File: config.mk
export PLATFORM = sky130hd
export DESIGN_NAME = risc32_regfile_hilo_flat
export DESIGN_NICKNAME = d
export VERILOG_FILES = /design/src/rtl/risc32_regfile_hilo_if.sv /design/src/rtl/risc32_regfile_hilo.sv /design/src/flat_wrapper.sv
export SDC_FILE = /design/constraint.sdc
export NUM_CORES = 2
export LEC_CHECK = 0
export BUFFER_PORTS_ARGS = -buffer_cell sky130_fd_sc_hd__buf_2
export CAP_MARGIN = 20
export CORE_ASPECT_RATIO = 1.4
export CORE_MARGIN = 10
export CORE_UTILIZATION = 40
export DETAILED_ROUTE_END_ITERATION = 7
export REMOVE_ABC_BUFFERS = 1
export SYNTH_ARGS = -nofsm -noshare
export SYNTH_HDL_FRONTEND = slang
export SYNTH_SLANG_ARGS = --single-unit
File: constraint.sdc
create_clock -name clk -period 2.74 [get_ports clk]
set_clock_uncertainty 0.1 [all_clocks]
set_input_delay 0.548 -clock clk [delete_from_list [all_inputs] [get_ports clk]]
set_output_delay 0.548 -clock clk [all_outputs]
set_load 0.01 [all_outputs]
File: src/rtl/risc32_regfile_hilo_if.sv
// rtl/risc32_regfile_hilo_if.sv - write-back / read port bundle for the GPR file and HI/LO pair
interface risc32_regfile_hilo_if #(
  parameter int DATA_WIDTH = 32,
  parameter int ADDR_WIDTH = 5
);
  // GPR write port (from write-back)
  logic                  we;
  logic [ADDR_WIDTH-1:0] waddr;
  logic [DATA_WIDTH-1:0] wdata;

  // GPR read ports (to decode)
  logic                  re1;
  logic [ADDR_WIDTH-1:0] raddr1;
  logic [DATA_WIDTH-1:0] rdata1;
  logic                  re2;
  logic [ADDR_WIDTH-1:0] raddr2;
  logic [DATA_WIDTH-1:0] rdata2;

  // HI/LO write and read (from write-back, to execute)
  logic                  whilo;
  logic [DATA_WIDTH-1:0] hi_i;
  logic [DATA_WIDTH-1:0] lo_i;
  logic [DATA_WIDTH-1:0] hi_o;
  logic [DATA_WIDTH-1:0] lo_o;

  modport master (
    output we, waddr, wdata,
    output re1, raddr1, re2, raddr2,
    output whilo, hi_i, lo_i,
    input  rdata1, rdata2, hi_o, lo_o
  );

  modport slave (
    input  we, waddr, wdata,
    input  re1, raddr1, re2, raddr2,
    input  whilo, hi_i, lo_i,
    output rdata1, rdata2, hi_o, lo_o
  );
endinterface

File: src/rtl/risc32_regfile_hilo.sv
// rtl/risc32_regfile_hilo.sv - 32-entry GPR file plus HI/LO pair with same-cycle write bypass
module risc32_regfile_hilo #(
  parameter int DATA_WIDTH = 32,
  parameter int ADDR_WIDTH = 5,
  parameter int NUM_REGS   = 32
) (
  input logic                  clk,
  input logic                  rst,
  risc32_regfile_hilo_if.slave rf
);

  logic [DATA_WIDTH-1:0] regs_q [NUM_REGS];
  logic [DATA_WIDTH-1:0] regs_d [NUM_REGS];
  logic [DATA_WIDTH-1:0] hi_q;
  logic [DATA_WIDTH-1:0] hi_d;
  logic [DATA_WIDTH-1:0] lo_q;
  logic [DATA_WIDTH-1:0] lo_d;

  // One read port: reset and disable force zero, r0 is hardwired zero even
  // against a matching write, otherwise an in-flight write wins over storage.
  function automatic logic [DATA_WIDTH-1:0] read_port(
    input logic                  rst_i,
    input logic                  ren,
    input logic [ADDR_WIDTH-1:0] raddr,
    input logic                  we_i,
    input logic [ADDR_WIDTH-1:0] waddr_i,
    input logic [DATA_WIDTH-1:0] wdata_i,
    input logic [DATA_WIDTH-1:0] stored
  );
    logic [DATA_WIDTH-1:0] r;
    r = '0;
    if (rst_i || !ren || (raddr == '0)) begin
      r = '0;
    end else if (we_i && (waddr_i == raddr)) begin
      r = wdata_i;
    end else begin
      r = stored;
    end
    return r;
  endfunction

  // Next-state of GPRs and HI/LO: commit the write-back results, never r0
  always_comb begin
    for (int i = 0; i < NUM_REGS; i++) begin
      regs_d[i] = regs_q[i];
    end
    hi_d = hi_q;
    lo_d = lo_q;
    if (rf.we && (rf.waddr != '0)) begin
      regs_d[rf.waddr] = rf.wdata;
    end
    // HI and LO always move as a pair
    if (rf.whilo) begin
      hi_d = rf.hi_i;
      lo_d = rf.lo_i;
    end
  end

  // State registers; reset clears everything and drops any write on that edge
  always_ff @(posedge clk) begin
    if (rst) begin
      for (int i = 0; i < NUM_REGS; i++) begin
        regs_q[i] <= '0;
      end
      hi_q <= '0;
      lo_q <= '0;
    end else begin
      for (int i = 0; i < NUM_REGS; i++) begin
        regs_q[i] <= regs_d[i];
      end
      hi_q <= hi_d;
      lo_q <= lo_d;
    end
  end

  // Combinational read ports with write-to-read bypass
  always_comb begin
    rf.rdata1 = read_port(rst, rf.re1, rf.raddr1, rf.we, rf.waddr, rf.wdata,
                          regs_q[rf.raddr1]);
    rf.rdata2 = read_port(rst, rf.re2, rf.raddr2, rf.we, rf.waddr, rf.wdata,
                          regs_q[rf.raddr2]);
  end

  // HI/LO read: zero in reset, incoming pair when written this cycle
  always_comb begin
    rf.hi_o = '0;
    rf.lo_o = '0;
    if (rst) begin
      rf.hi_o = '0;
      rf.lo_o = '0;
    end else if (rf.whilo) begin
      rf.hi_o = rf.hi_i;
      rf.lo_o = rf.lo_i;
    end else begin
      rf.hi_o = hi_q;
      rf.lo_o = lo_q;
    end
  end

endmodule
File: src/flat_wrapper.sv
// flat-port wrapper written by rule: the top's interface ports become plain ports
module risc32_regfile_hilo_flat 
#(
  parameter int DATA_WIDTH = 32,
  parameter int ADDR_WIDTH = 5,
  parameter int NUM_REGS   = 32
)
  (clk, rst, rf_we, rf_waddr, rf_wdata, rf_re1, rf_raddr1, rf_re2, rf_raddr2, rf_whilo, rf_hi_i, rf_lo_i, rf_rdata1, rf_rdata2, rf_hi_o, rf_lo_o);
  risc32_regfile_hilo_if #(.DATA_WIDTH(DATA_WIDTH), .ADDR_WIDTH(ADDR_WIDTH)) rf_i ();
  input logic clk;
  input logic rst;
  input wire logic [$bits(rf_i.we)-1:0] rf_we;
  input wire logic [$bits(rf_i.waddr)-1:0] rf_waddr;
  input wire logic [$bits(rf_i.wdata)-1:0] rf_wdata;
  input wire logic [$bits(rf_i.re1)-1:0] rf_re1;
  input wire logic [$bits(rf_i.raddr1)-1:0] rf_raddr1;
  input wire logic [$bits(rf_i.re2)-1:0] rf_re2;
  input wire logic [$bits(rf_i.raddr2)-1:0] rf_raddr2;
  input wire logic [$bits(rf_i.whilo)-1:0] rf_whilo;
  input wire logic [$bits(rf_i.hi_i)-1:0] rf_hi_i;
  input wire logic [$bits(rf_i.lo_i)-1:0] rf_lo_i;
  output wire logic [$bits(rf_i.rdata1)-1:0] rf_rdata1;
  output wire logic [$bits(rf_i.rdata2)-1:0] rf_rdata2;
  output wire logic [$bits(rf_i.hi_o)-1:0] rf_hi_o;
  output wire logic [$bits(rf_i.lo_o)-1:0] rf_lo_o;
  assign rf_i.we = rf_we;
  assign rf_i.waddr = rf_waddr;
  assign rf_i.wdata = rf_wdata;
  assign rf_i.re1 = rf_re1;
  assign rf_i.raddr1 = rf_raddr1;
  assign rf_i.re2 = rf_re2;
  assign rf_i.raddr2 = rf_raddr2;
  assign rf_i.whilo = rf_whilo;
  assign rf_i.hi_i = rf_hi_i;
  assign rf_i.lo_i = rf_lo_i;
  assign rf_rdata1 = rf_i.rdata1;
  assign rf_rdata2 = rf_i.rdata2;
  assign rf_hi_o = rf_i.hi_o;
  assign rf_lo_o = rf_i.lo_o;
  risc32_regfile_hilo #(.DATA_WIDTH(DATA_WIDTH), .ADDR_WIDTH(ADDR_WIDTH), .NUM_REGS(NUM_REGS)) u_core (.clk(clk), .rst(rst), .rf(rf_i));
endmodule
* Yosys cells after proc, flatten, opt, wreduce, memory -nomap -nowiden
Memory sizes are Yosys's and may differ from the RTL's. Cells that the tools add are included.
Word-level totals: bits in registers 64, bits in latches 0, RAM bits 1024, bits in read-only memories 0, input port bits 117, output and inout port bits 128, word-level logic and storage cells 100, memories kept 1
Cells by class: add/subtract/negate cells 0, multiply operators 0, divide/modulo/power cells 0, magnitude comparators 2, equal/unequal tests 2, shifts and indexed selects 0, multiplexer cells 47, bitwise operators 33, reductions and logical operators 13
Memory list:
- u_core.regs_q | depth 32, width 32, rd ports 34, clocked after memory_dff 0, wr ports 32, line risc32_regfile_hilo.sv:12 | logic [DATA_WIDTH-1:0] regs_q [NUM_REGS];
Operators with widths (count):
- $mux 32 | 41
- $bwmux 1024 | 1
- $mux 1024 | 1
- $demux 32 s5 | 1
- $or 1x1->1 | 32
- $eq 5x5->1 | 2
- $logic_not 5->1 | 2
- $ge 6x6->1 const B | 1
- $lt 6x1->1 const B | 1
- $not 5->6 | 1
- $reduce_bool 5->1 | 1
- $logic_and 1x1->1 | 4
- $logic_or 1x1->1 | 4
- $mux 1 | 3
- $logic_not 1->1 | 2

* Longest topological paths before layout
word-level depth 8, mapped depth 9, gate-level depth less buffers 5

* Worst setup path before layout
OpenSTA, ideal clock, no wires.
kind input port to output port, from input rf_raddr1[0], to output rf_rdata1[10], arrival 2008 ps, required time 2092 ps, slack 84 ps, stages 7, path buffers 3, cell sequence buf_4 -> buf_6 -> buf_2 -> mux4_2 -> o22a_1 -> nand4_1 -> nand2_1
Between the ends: longest elaborated chain between the ends 4, elaborated cells on any way between the ends 7, those cells by class eq/ne (1); mux (2); reduce/logical (3); memory (1)
Ends and longest elaborated chain:
- from (decl) | line flat_wrapper.sv:16 | input wire logic [$bits(rf_i.raddr1)-1:0] rf_raddr1;
- branches (longest 3 deep; another with $mem_v2 32x32)
- $mux 32 (*) | line risc32_regfile_hilo.sv:32 | if (rst_i || !ren || (raddr == '0)) begin
- to (decl) | line flat_wrapper.sv:22 | output wire logic [$bits(rf_i.rdata1)-1:0] rf_rdata1;
Every way passes the cells marked *.

==> results.txt <==
Clock Sinks: 1,088
Internal Power: 0.0275 W
pwr dens: 531 nW/um^2
initial core utilization: 0.403
CTS tree: done
Final WS setup: -0.442 ns
CP arrival: 2.53 ns
drt first pass iters: 6
DRC Markers: 0
RSZ-0062 raised after global routing: true
Synth Area in Adders: 0
htree depth: 3
number of port buffers: 244
Max Freq: 0.314 GHz
CTS buffer count: 112
xor/xnor cell area share of the yosys netlist: 0.00158
final hold vios: 0
Design Power: 0.0375 W
first-pass GRT wire length: 338 mm
ys flop type: dfxtp_1
largest family of logic cells by synthesized area: multiplexers
Filler cells: 12.4k
Yosys Warn Count: 0
WL per Instance: 26.7 um
GPL Wtd Cong: 0.922
Die X: 335 um
Worst setup SP type: register
Ports: 245
initial antenna violation count: 10
Worst-Margin Slew: 1.34 ns
Reg clk slew, reported paths: 0.06 ns
Starting DRT DRC Count: 5,979
Synth area leader: dfxtp_1
utilization after layout: 0.513
vias in the first global route: 51.9k
Yosys top cell area share: 0.393
Nets: 6,981
Synth cell types: 46
NetSw: 0.00995 W
asr flop ratio synth: 0
Compound-Gate Fraction of Synth Area: 0.152
clock tree buffer depth: 3
die area: 154,000 um^2
Congestion Overflow GR: 0
Setup violations, final: 64
Layout area overhead: 27.4%
CP Capture Type: output pin
fin crit period: 3.18 ns
clk_lat worst skew: 0.77 ns
total core area: 138,000 um^2
share of cells above drive strength 1: 0.285
vias post-DR: 53.3k
leading post-synthesis cells by cell area: dfxtp_1 39%, nand2_1 14%, mux4_2 13%
Peak supply drop: 0.000512 V
Std-Cell Rows: 161
largest net degree at the start of global routing: 245
Via-to-Cell Ratio: 6.09
post-synthesis simple-gate area fraction: 0.169
WHS: 0.0499 ns
CP max FO: 3
status: finished, violations left
Post-Syn Instances: 6,459
post-route ant nets: 0
most frequent cells after synthesis: 2,120 x nand2_1, 1,088 x dfxtp_1, 1,002 x a21oi_1
Overall Global Routing Usage: 0.288
Clk pwr share: 0.444
max cap viols: 0
Post-Syn Area: 55,400 um^2
final worst path period share: 1.16
CTS Root Cell: clkbuf_16
flop and latch count out of synthesis: 1,088
Synth Area per Inst: 8.58 um^2
Leakage: 25.5 nW
failing checks: setup timing
EDFF count, synth: 0
Logic pwr share: 0.127
sequential area share after synthesis: 0.393
Hold Crit Class: in2reg
max_slew headroom: 0.110
fin. max-slew vios: 0
Worst Path Required: 2.09 ns
Flop pwr share: 0.429
routed wire length: 234 mm
HPWL after DPL: 147 mm
multiplexer share of the synthesized area: 0.226
die height: 460 um
switch share: 0.266
CP Class: reg2out
top-count cell post-synth: nand2_1
-- metrics by stage --
| stage | cells | TNS [ns] | area [um^2] | setup WS, ns |
|---|---|---|---|---|
| 5_1_grt | 8751 | -23.74 | 70600 | -0.483 |
| 3_5_place_dp | 8382 | -35.77 | 62000 | -0.872 |
| 3_3_place_gp | 8382 | -35.23 | 62000 | -0.884 |
| 2_1_floorplan | 5782 | -37.35 | 52200 | -0.672 |
| 6_report | 8753 | -21.77 | 70600 | -0.442 |
| 4_1_cts | 8713 | -21.36 | 69000 | -0.462 |
-- sequential cells by signal (all words and copies together), names as in the netlist --
| signal | cells |
|---|---|
| u_core.lo_q | 32 |
| u_core.regs_q | 1024 |
| u_core.hi_q | 32 |
-- kinds of logic after synthesis --
logic type,after synthesis
compound gates,1476
xor+xnor,10
buf+inv,681
flops,1088
mux,840
simple gates,2364
-- worst max-delay path, stage by stage (launching register included) --
cell and delay [ns]:
dfxtp_2 0.32, mux4_2 0.47, mux2i_2 0.22, o221ai_1 0.15, buf_4 0.19, nand4_1 0.12
nand2_2 0.14, buf_6 0.16
-- layout by cell type, fill, tap and decap left out, types with 22 or more instances in the layout --
cell type         n
o21ai_0          58
nor2_1           69
dlygate4sd3_1    61
buf_6            74
o22a_1           26
o21ai_1          29
a22oi_1          54
clkbuf_16       121
mux4_2          310
dfxtp_2          56
nand4_1          38
o221ai_2         30
buf_2           200
buf_12          146
nand2_1        2044
buf_16           32
dfxtp_1        1032
nand2_4          22
clkbuf_8         33
o22ai_1          57
nand2_2          54
o22ai_2          45
buf_4           430
mux2i_2          22
mux2_2          176
a21oi_1         995
nor2_4           31
a22o_1           54
nor2b_1          33
mux2i_1         314
-- worst paths after layout --
kind / from / end / slack (ns) / cells after the start
min: rf_lo_i[24] / u_core.lo_q[24] / 0.05 / 3
max reg2reg: u_core.regs_q[24][14] / u_core.regs_q[24][14] / 1.83 / 2
max: u_core.regs_q[11][7] / rf_rdata1[7] / -0.44 / 7
min reg2reg: u_core.regs_q[15][7] / u_core.regs_q[15][7] / 0.36 / 2
-- power groups by stage --
stage | Sequential (W) | Clock (W) | Combinational (W)
finish | 0.0161 | 0.0166 | 0.00477
global placement | 0.0164 | 0 | 0.00393
floorplan | 0.0164 | 0 | 0.00126
global route | 0.0161 | 0.0173 | 0.00493
CTS | 0.0161 | 0.0167 | 0.00442
detailed placement | 0.0164 | 0 | 0.00395
-- timing repair --
item,in CTS,in global routing
endpoints found under the setup margin,106,64
endpoints found under the hold margin,61,0
buffers inserted,56,40
gates resized for setup,336,275
hold buffers,61,0
pin swaps,119,115
cloned,21,9
-- metal layers --
layer	global-route usage	routed length, um
met4	0.194	16200
met3	0.0679	23800
met2	0.465	108000
met5	0	58
met1	0.340	85400
-- layout make-up --
cell class	count	area, um^2	share of cell area
Inverter	4	18.8	0.000266
Timing Repair Buffer	968	9980	0.141
Clock buffer	160	3310	0.0469
Clock inverter	46	614	0.00870
Tap cell	1793	2240	0.0318
Sequential cell	1088	21900	0.309
Antenna cell	4	10.0	0.000142
Multi-Input combinational cell	4690	32600	0.461
(Power assumes the default switching activity.)
